`src/rtl/itl_frame_ctrl.sv`:
```
// Block framing controller in front of the dual-port interleaver RAM: loads K bits, sweeps reads, emits (sys, itl) pairs.
// Optional block counter output blk_cnt is enabled by defining ITL_FRAME_CNT_EN.
module itl_frame_ctrl #(
  parameter int A_WIDTH = 16
) (
  input  logic               clk,
  input  logic               n_rst,
  input  logic [A_WIDTH-1:0] cfg_len,
  input  logic [A_WIDTH-1:0] cfg_jump,
  input  logic               s_valid,
  input  logic               s_data,
  output logic               s_ready,
  output logic               ram_wdata,
  output logic [A_WIDTH-1:0] ram_waddr,
  output logic               ram_wen,
  output logic [A_WIDTH-1:0] ram_id_jump,
  input  logic               ram_rdata,
  input  logic               ram_rdata_itl,
  output logic               m_valid,
  output logic               m_sys,
  output logic               m_itl,
  output logic               m_last,
  output logic               err
`ifdef ITL_FRAME_CNT_EN
  ,
  output logic [A_WIDTH-1:0] blk_cnt
`endif
);

  localparam logic [A_WIDTH-1:0] ZERO = {A_WIDTH{1'b0}};
  localparam logic [A_WIDTH-1:0] ONE  = {{(A_WIDTH-1){1'b0}}, 1'b1};

  typedef enum logic [1:0] {
    ST_IDLE  = 2'd0,
    ST_LOAD  = 2'd1,
    ST_DRAIN = 2'd2,
    ST_FLUSH = 2'd3
  } state_t;

  state_t             r_state;
  logic [A_WIDTH-1:0] r_len;
  logic [A_WIDTH-1:0] r_jump;
  logic [A_WIDTH-1:0] r_wcnt;
  logic [A_WIDTH-1:0] r_rcnt;
  logic               r_s_ready;
  logic               r_wen;
  logic [A_WIDTH-1:0] r_waddr;
  logic               r_wdata;
  logic               r_err;
  logic [3:0]         r_rd_v;
  logic [3:0]         r_rd_last;
  logic               r_itl_hold;
  logic               r_m_valid;
  logic               r_m_sys;
  logic               r_m_itl;
  logic               r_m_last;

  state_t             w_state_nxt;
  logic               w_hs;
  logic               w_latch;
  logic               w_s_ready_nxt;
  logic               w_wen_nxt;
  logic [A_WIDTH-1:0] w_waddr_nxt;
  logic               w_wdata_nxt;
  logic [A_WIDTH-1:0] w_wcnt_nxt;
  logic [A_WIDTH-1:0] w_wcnt_inc;
  logic [A_WIDTH-1:0] w_rcnt_nxt;
  logic               w_err_nxt;
  logic               w_rd_issue;
  logic               w_rd_last;

  assign w_hs       = s_valid && r_s_ready;
  assign w_wcnt_inc = r_wcnt + ONE;

  // FSM state register
  always_ff @(posedge clk or negedge n_rst) begin
    if (!n_rst) begin
      r_state <= ST_IDLE;
    end else begin
      r_state <= w_state_nxt;
    end
  end

  // Next-state logic and next values for the registered outputs
  always_comb begin
    w_state_nxt   = r_state;
    w_latch       = 1'b0;
    w_s_ready_nxt = r_s_ready;
    w_wen_nxt     = 1'b0;
    w_waddr_nxt   = r_waddr;
    w_wdata_nxt   = r_wdata;
    w_wcnt_nxt    = r_wcnt;
    w_rcnt_nxt    = r_rcnt;
    w_err_nxt     = 1'b0;
    w_rd_issue    = 1'b0;
    w_rd_last     = 1'b0;
    case (r_state)
      ST_IDLE: begin
        w_s_ready_nxt = 1'b1;
        if (w_hs) begin
          w_latch = 1'b1;
          if (cfg_len == ZERO) begin
            // zero-length block: drop the bit and flag it
            w_err_nxt   = 1'b1;
            w_state_nxt = ST_IDLE;
          end else begin
            w_wen_nxt   = 1'b1;
            w_waddr_nxt = ZERO;
            w_wdata_nxt = s_data;
            w_wcnt_nxt  = ONE;
            w_rcnt_nxt  = ZERO;
            if (cfg_len == ONE) begin
              w_state_nxt   = ST_DRAIN;
              w_s_ready_nxt = 1'b0;
            end else begin
              w_state_nxt = ST_LOAD;
            end
          end
        end else begin
          w_state_nxt = ST_IDLE;
        end
      end
      ST_LOAD: begin
        if (w_hs) begin
          w_wen_nxt   = 1'b1;
          w_waddr_nxt = r_wcnt;
          w_wdata_nxt = s_data;
          w_wcnt_nxt  = w_wcnt_inc;
          if (w_wcnt_inc == r_len) begin
            w_state_nxt   = ST_DRAIN;
            w_s_ready_nxt = 1'b0;
          end else begin
            w_state_nxt = ST_LOAD;
          end
        end else begin
          w_wen_nxt = 1'b0;
        end
      end
      ST_DRAIN: begin
        w_s_ready_nxt = 1'b0;
        w_waddr_nxt   = r_rcnt;
        w_rd_issue    = 1'b1;
        w_rd_last     = (r_rcnt == (r_len - ONE));
        if (w_rd_last) begin
          w_state_nxt = ST_FLUSH;
          w_rcnt_nxt  = ZERO;
        end else begin
          w_rcnt_nxt = r_rcnt + ONE;
        end
      end
      ST_FLUSH: begin
        // the last pair leaving the read pipeline reopens the input
        if (r_m_last) begin
          w_state_nxt   = ST_IDLE;
          w_s_ready_nxt = 1'b1;
        end else begin
          w_state_nxt   = ST_FLUSH;
          w_s_ready_nxt = 1'b0;
        end
      end
      default: begin
        w_state_nxt   = ST_IDLE;
        w_s_ready_nxt = 1'b0;
      end
    endcase
  end

  // Control registers: configuration latch, counters and RAM write/address port
  always_ff @(posedge clk or negedge n_rst) begin
    if (!n_rst) begin
      r_len     <= ZERO;
      r_jump    <= ZERO;
      r_wcnt    <= ZERO;
      r_rcnt    <= ZERO;
      r_s_ready <= 1'b0;
      r_wen     <= 1'b0;
      r_waddr   <= ZERO;
      r_wdata   <= 1'b0;
      r_err     <= 1'b0;
    end else begin
      if (w_latch) begin
        r_len  <= cfg_len;
        r_jump <= cfg_jump;
      end
      r_wcnt    <= w_wcnt_nxt;
      r_rcnt    <= w_rcnt_nxt;
      r_s_ready <= w_s_ready_nxt;
      r_wen     <= w_wen_nxt;
      r_waddr   <= w_waddr_nxt;
      r_wdata   <= w_wdata_nxt;
      r_err     <= w_err_nxt;
    end
  end

  // Read pipeline: itl data lands 2 cycles after the address, sys data 3, pair leaves at 4
  always_ff @(posedge clk or negedge n_rst) begin
    if (!n_rst) begin
      r_rd_v     <= 4'b0000;
      r_rd_last  <= 4'b0000;
      r_itl_hold <= 1'b0;
      r_m_valid  <= 1'b0;
      r_m_sys    <= 1'b0;
      r_m_itl    <= 1'b0;
      r_m_last   <= 1'b0;
    end else begin
      r_rd_v     <= {r_rd_v[2:0], w_rd_issue};
      r_rd_last  <= {r_rd_last[2:0], w_rd_last};
      r_itl_hold <= r_rd_v[2] ? ram_rdata_itl : 1'b0;
      r_m_valid  <= r_rd_v[3];
      r_m_sys    <= r_rd_v[3] ? ram_rdata : 1'b0;
      r_m_itl    <= r_rd_v[3] ? r_itl_hold : 1'b0;
      r_m_last   <= r_rd_v[3] & r_rd_last[3];
    end
  end

`ifdef ITL_FRAME_CNT_EN
  logic [A_WIDTH-1:0] r_blk_cnt;

  // Completed-block counter, stepped the cycle after each m_last
  always_ff @(posedge clk or negedge n_rst) begin
    if (!n_rst) begin
      r_blk_cnt <= ZERO;
    end else if (r_m_last) begin
      r_blk_cnt <= r_blk_cnt + ONE;
    end
  end

  assign blk_cnt = r_blk_cnt;
`endif

  assign s_ready     = r_s_ready;
  assign ram_wdata   = r_wdata;
  assign ram_waddr   = r_waddr;
  assign ram_wen     = r_wen;
  assign ram_id_jump = r_jump;
  assign m_valid     = r_m_valid;
  assign m_sys       = r_m_sys;
  assign m_itl       = r_m_itl;
  assign m_last      = r_m_last;
  assign err         = r_err;

endmodule

```
`config.mk`:
```
export PLATFORM = sky130hd
export DESIGN_NAME = itl_frame_ctrl
export DESIGN_NICKNAME = d
export VERILOG_FILES = /design/src/rtl/itl_frame_ctrl.sv
export SDC_FILE = /design/constraint.sdc
export NUM_CORES = 1
export LEC_CHECK = 0
export BUFFER_PORTS_ARGS = -buffer_cell sky130_fd_sc_hd__buf_4
export CAP_MARGIN = 20
export CORE_MARGIN = 4
export CORE_UTILIZATION = 43
export CTS_CLUSTER_DIAMETER = 30
export DETAILED_ROUTE_END_ITERATION = 8
export PLACE_DENSITY = 0.71
export SETUP_SLACK_MARGIN = 0.1
export SLEW_MARGIN = 0
export SYNTH_ARGS = -nofsm -noshare
export SYNTH_HDL_FRONTEND = slang
export SYNTH_SLANG_ARGS = --single-unit
```
`constraint.sdc`:
```
create_clock -name clk -period 8.2 [get_ports clk]
set_input_delay 1.23 -clock clk [delete_from_list [all_inputs] [get_ports clk]]
set_output_delay 1.23 -clock clk [all_outputs]
set_load 0.05 [all_outputs]
```
==> results of run 1 <==
power by group:
| part | internal (µW) | switching (µW) |
|---|---|---|
| Combinational | 12.8 | 15.1 |
| Clock | 248 | 193 |
| Sequential | 489 | 0.175 |
| Total | 750 | 208 |
final timing paths:
path,start,endpoint,slack [ns]
min in group asynchronous,n_rst,ram_waddr[4],0.80
worst max register to register,r_wcnt[0],r_state[0],4.74
worst min register to register,r_rd_last[1],r_rd_last[2],0.35
max in group asynchronous,n_rst,r_len[8],6.23
worst max-delay path,r_wcnt[0],r_state[0],4.74
worst min-delay path,r_rd_last[1],r_rd_last[2],0.35
stage by stage:
step                instances  hold WS, ns  instance area (µm²)
floorplan                 559        0.331                 5470
global placement          766        0.341                 6110
detailed placement        766        0.340                 6110
CTS                       782        0.351                 6420
global route              783        0.358                 6440
finish                    783        0.348                 6440
cell usage in the layout (no fill, tap or decap), drive strengths merged, types with 3 or more instances in the layout:
master / count
o22ai: 4
inv: 16
clkbuf: 10
nand2: 69
ha: 7
nand3: 16
o41ai: 5
and3: 5
a211oi: 3
xnor2: 36
buf: 81
o31ai: 4
nor2: 36
and4: 4
or4: 4
mux2: 35
nor3: 14
a22o: 13
mux2i: 6
nand4: 12
a21oi: 11
a2111oi: 3
xor2: 18
nand3b: 3
nand2b: 4
dfrtp: 99
nor4: 8
clkinv: 4
o21ai: 44
and2: 5
nor4b: 3
layer usage:
layer,wire length (µm),vias to the layer above,GRT usage
li1,-,2089,-
met1,6390,2120,0.274
met2,6200,199,0.305
met3,1150,27,0.0524
met4,297,0,0.0715
met5,0,-,0
critical path, stage by stage, from the launching register on:
cell	delay [ns]
dfrtp_1	0.57
ha_1	0.38
nand3_1	0.27
or4_1	0.59
a2111oi_0	0.53
and3_1	0.26
o2111ai_1	0.20
nand3b_1	0.16
nand3_1	0.10
mux2_1	0.29
flip-flops by register name (all words and copies together), names as in the netlist, 2 cells and up:
signal,cells
r_wcnt,16
r_rd_v,4
r_state,2
r_rcnt,16
ram_waddr,16
r_rd_last,4
r_len,16
ram_id_jump,16
cell families after synthesis:
kind of cell,share of synthesized area
AND/OR/NAND/NOR,0.176
AO/OA/AOI/OAI,0.139
flip-flops,0.453
buffers and inverters,0.0421
XOR/XNOR,0.0906
multiplexers,0.0830
adder cells (fa/ha/maj),0.0160
layout make-up:
| cell class | instances | area share |
|---|---|---|
| inverter | 15 | 0.00874 |
| multi-input combinational | 404 | 0.430 |
| sequential | 99 | 0.385 |
| clock buffer | 10 | 0.0371 |
| clock inverter | 6 | 0.0115 |
| tap | 168 | 0.0326 |
| timing repair buffer | 81 | 0.0956 |
==> impl_results.md, run 1 <==
- Status: completed
- # IOs: 78
- Ys async rst share: 1.00
- Register bit total from synthesis: 99
- TritonCTS clock tree: yes
- Max capacitance violation total: 0
- Synthesized area per cell: 9.78 µm²
- Initial antenna violation count: 0
- CP Capture Type: flip-flop
- R2r worst-path depth: 9
- Worst Path Required: 8.44 ns
- Number of synthesized flops with an enable pin: 0
- Die X: 121 µm
- Syn nets: 604
- Post-synthesis sequential area ratio: 0.453
- Site row count: 40
- Max frequency: 289 MHz
- Yosys Warn Count: 0
- Worst slew margin: 0.385
- Final-stage net count: 655
- # resized after CTS: 0
- Port Buf Inserts: 77
- Fin crit period: 3.46 ns
- Period utilization: 0.422
- Residual DRC: 0
- Worst VDD drop: 0.125 mV
- Yosys cell types: 64
- WL final: 14.0 mm
- H-tree levels: 3
- Post CTS Setup Buffer Count: 0
- CTS sink cnt: 99
- Clock latency on the worst-skew pair: 0.36 ns
- Final setup violation count: 0
- Dpl hpwl: 10.3 mm
- Placer Congestion: 0.934
- Hold Path Cell Cnt: 0
- Core region area: 12200 µm²
- CP arrival: 3.70 ns
- CTS Hold Buffers Added: 0
- FF+latch area: 2480 µm²
- Cell count after synthesis: 559
- Main flop type after synthesis: dfrtp_1
- Routed len/inst: 17.9 µm
- Worst Tran Pin Value: 0.922 ns
- Vias/cell: 5.66
- Top cells by area, synth: dfrtp_1 45%, mux2_2 7.0%, xnor2_1 5.8%
- Post-Syn Area: 5470 µm²
- CTS max path bufs: 2
- P_leak: 0.00291 µW
- Pre-CTS WS: 4.59 ns
- Diodes inserted: 0
- Setup Skew: 0.0115 ns
- Most frequent cell after synthesis: dfrtp_1
- RSZ-0062 raised after global routing: no
- Overflow after GRT: 0
- TritonCTS buffer count: 9
- P&R area growth vs syn: 17.8%
- First-pass iteration count of the detailed router: 5
- Hold Crit Class: flip-flop to flip-flop
- Vias in the first global route: 4419
- Post-route setup TNS: 0 ns
- Slack of the critical path: 4.74 ns
- Startpoint types: flip-flop
- Die area: 14600 µm²
- Area of the multi-input gates: 2770 µm²
- Global-route wire length before repair: 23.0 mm
- Pin count of the biggest net entering global routing: 68
- Total GRT Usage: 0.199
- Die height: 121 µm
- Final slew viol count: 0
- Pwr Density: 149 nW/µm²
- Final core occ: 0.527
- Final ANT Viol Nets: 0
- Clk slew on worst S/H paths: 0.07 ns
- Initial core utilization: 0.448
- Final hold violation count: 0
- Area share of the largest cell type after synthesis: 0.453
- FILL cells: 1151
- Crit-path max FO: 9
- Overall Power: 958 µW
- CTS root buf: clkbuf_16
- Leading area contributor after synthesis: dfrtp_1
- Initial DRC Count: 340
- Routed vias: 4435
- Layout cells sized above 1: 0.234
- Critical path type: flip-flop to flip-flop
- Synth cell count leaders: 99 x dfrtp_1, 69 x nand2_1, 44 x o21ai_0
No activity file was read; power rests on OpenSTA's default activity.
==> inputs of run 2 (changes only) <==
--- a/config.mk
+++ b/config.mk
@@ -5,13 +5,14 @@
 export SDC_FILE = /design/constraint.sdc
 export NUM_CORES = 1
 export LEC_CHECK = 0
+export ABC_AREA = 1
 export BUFFER_PORTS_ARGS = -buffer_cell sky130_fd_sc_hd__buf_4
 export CAP_MARGIN = 20
 export CORE_MARGIN = 4
 export CORE_UTILIZATION = 43
 export CTS_CLUSTER_DIAMETER = 30
 export DETAILED_ROUTE_END_ITERATION = 8
-export PLACE_DENSITY = 0.71
+export PLACE_DENSITY = 0.73
 export SETUP_SLACK_MARGIN = 0.1
 export SLEW_MARGIN = 0
 export SYNTH_ARGS = -nofsm -noshare
==> constraint.sdc (replaced) <==
create_clock -name clk -period 3.1 [get_ports clk]
set_input_delay 0.465 -clock clk [delete_from_list [all_inputs] [get_ports clk]]
set_output_delay 0.465 -clock clk [all_outputs]
set_load 0.05 [all_outputs]
==> impl_results.md, run 2 <==
- Status: completed
- Initial DRC Count: 450 (+32%)
- Top cells by area, synth: dfrtp_1 45%, nand2_1 17%, inv_1 4.7%
- Leading area contributor after synthesis: dfrtp_1
- Grt met3 use: 0.0552 (+0.00286)
- Commonest cells after routing, fill and taps aside: 249 x nand2_1, 99 x dfrtp_1, 82 x buf_4
- Slack of the critical path: 0.597 ns (-4.14 ns)
- Port Buf Inserts: 77 (unchanged)
- Worst slew margin: 0.455 (+0.0701)
- Synth cell count leaders: 249 x nand2_1, 99 x dfrtp_1, 69 x inv_1
- Yosys Warn Count: 0 (unchanged)
- RR Endpoint: r_rcnt[4]
- Diodes inserted: 0 (unchanged)
- Final slew viol count: 0 (unchanged)
- CTS max path bufs: 2 (unchanged)
- Critical path type: flip-flop to flip-flop
- P&R area growth vs syn: 18.7%
- TritonCTS clock tree: yes
- TritonCTS buffer count: 9 (unchanged)
- Total GRT Usage: 0.204 (+0.00485)
- Vias in the first global route: 4825 (+9.2%)
- R2r worst-path depth: 13 (+4)
- Post-Syn Area: 5560 µm² (+1.7%)
- Post-route cell area: 6610 µm² (+2.6%)
- Placed Area: 6310 µm² (+3.2%)
- CTS Hold Buffers Added: 0 (unchanged)
- Syn nets: 782 (+29%)
- Final setup violation count: 0 (unchanged)
- Post-route setup TNS: 0 ns (unchanged)
- Worst VDD drop: 0.609 mV (+390%)
- Worst Path Required: 3.34 ns (-5.10 ns)
- Pre-CTS WS: 0.648 ns (-3.95 ns)
- Dpl hpwl: 11.0 mm (+6.4%)
- Overflow after GRT: 0 (unchanged)
- Vias/cell: 5.01 (-12%)
- Site row count: 41 (+2.5%)
- H-tree levels: 3 (unchanged)
- GRT busiest layer: met2
- CTS sink cnt: 99 (unchanged)
- Setup Skew: 0.00763 ns (-0.00385 ns)
- Crit-path max FO: 32 (+23)
- Worst Tran Pin Value: 0.815 ns (-0.107 ns)
- Synthesized area per cell: 7.55 µm² (-23%)
- Post-synthesis sequential area ratio: 0.445 (-0.00764)
- Met2 Use GR: 0.318 (+0.0138)
- Initial antenna violation count: 0 (unchanged)
- Pwr Density: 948 nW/µm² (+540%)
- Final-stage net count: 855 (+31%)
- Die area: 14800 µm² (+1.6%)
- Final ANT Viol Nets: 0 (unchanged)
- Yosys cell types: 39 (-39%)
- GRT met1 Usage: 0.277 (+0.00334)
- Die height: 122 µm (+0.80%)
- Area share of the largest cell type after synthesis: 0.445 (-0.00764)
- CP Capture Type: flip-flop
- CP arrival: 2.74 ns (-0.96 ns)
- Global-route wire length before repair: 23.8 mm (+3.5%)
- Pin count of the biggest net entering global routing: 52 (-24%)
- Initial core utilization: 0.441 (-0.00704)
- Startpoint types: flip-flop
- # IOs: 78 (unchanged)
- Layout cells sized above 1: 0.158 (-0.0759)
- Hold slack final: 0.137 ns (-0.211 ns)
- Number of synthesized flops with an enable pin: 0 (unchanged)
- Cell count after synthesis: 737 (+32%)
- Residual DRC: 0 (unchanged)
- Routed vias: 4944 (+11%)
- Routed len/inst: 14.5 µm (-19%)
- Core region area: 12600 µm² (+3.3%)
- RSZ-0062 raised after global routing: no
- Clk slew on worst S/H paths: 0.07 ns (about the same)
- Period utilization: 0.807 (+0.385)
- First-pass iteration count of the detailed router: 5 (unchanged)
- Post CTS Setup Buffer Count: 0 (unchanged)
- CTS root buf: clkbuf_16
- P_leak: 0.00313 µW (+7.6%)
- Max capacitance violation total: 0 (unchanged)
- R2R Setup Slk: 0.60 ns (-4.14 ns)
- Main flop type after synthesis: dfrtp_1
- Fin crit period: 2.50 ns (-0.957 ns)
- WL final: 14.3 mm (+1.9%)
- Final hold violation count: 0 (unchanged)
- Most frequent cell after synthesis: nand2_1
- Placer Congestion: 0.904 (-3.3%)
- Die X: 122 µm (+0.80%)
- Max frequency: 400 MHz (+38%)
- Reg2reg start: r_state[0]
- Ys async rst share: 1.00 (unchanged)
- Hold Crit Class: primary input to asynchronous set/reset pin
- Commonest non-fill, non-tap cell in the layout: nand2_1
- Clock latency on the worst-skew pair: 0.36 ns (about the same)
- # resized after CTS: 0 (unchanged)
- Register bit total from synthesis: 99 (unchanged)
[run 2: changes by cell type after synthesis, sizes merged, moves of 17 or more]
| cell | delta |
|---|---|
| nand2 | +183 |
| inv | +57 |
| nor2 | +45 |
| mux2 | -35 |
| nand3 | +34 |
| xnor2 | -28 |
| o22ai | +17 |
[run 2: stage by stage]
stage | utilization | total power [µW] | instances
5_1_grt | 0.523 | 6730 | 987
2_1_floorplan | - | 4310 | 737
6_report | 0.523 | 6260 | 987
4_1_cts | 0.523 | 6280 | 987
3_3_place_gp | 0.500 | 5120 | 971
3_5_place_dp | 0.500 | 5150 | 971
[run 2: cell type report]
class                   instances  area, µm²
well taps                     172        215
fillers                      1219       6010
repair buffers                 83        636
multi-input cells             543       2700
flip-flops and latches         99       2480
inverters                      74        280
clock buffers                  11        253
clock inverters                 5       45.0
[run 2: kinds of logic after synthesis]
| logic type | count (synthesis) | synth area share |
|---|---|---|
| buf+inv | 95 | 0.0699 |
| flops | 99 | 0.445 |
| xor+xnor | 36 | 0.0616 |
| simple gates | 411 | 0.318 |
| mux | 1 | 0.00180 |
| compound gates | 88 | 0.0875 |
| fa+ha+maj | 7 | 0.0157 |
[run 2: critical path, stage by stage, from the launching register on]
cell	delay (ns)
dfrtp_1	0.42
inv_1	0.09
ha_1	0.19
inv_1	0.12
nor2_2	0.19
buf_4	0.32
nand2_1	0.15
nand2_1	0.08
buf_4	0.21
inv_1	0.17
nor2_1	0.16
nand2_1	0.08
xor2_1	0.16
nor2_2	0.05
[run 2: how the worst max path moves through the flow]
stage                from         end  slack, ns
6_report       r_state[0]   r_rcnt[4]       0.60
3_5_place_dp   r_state[0]   r_rcnt[4]       0.65
5_1_grt        r_state[0]   r_rcnt[4]       0.34
2_1_floorplan    r_len[0]  r_rcnt[10]       1.07
4_1_cts        r_state[0]   r_rcnt[4]       0.62
3_3_place_gp     r_len[0]   r_rcnt[9]       0.73
[run 2: metal layers]
layer	share of wire	vias up	wire length (µm)
met4	0.026	0	365
met2	0.46	155	6520
li1	-	2503	-
met3	0.067	24	965
met5	0	-	0
met1	0.45	2262	6460
[run 2: report_power, final]
part	switching (µW)	internal, µW	leakage (µW)
registers	392	1670	0.00131
logic	2120	968	0.00168
clock network	516	599	0.000138
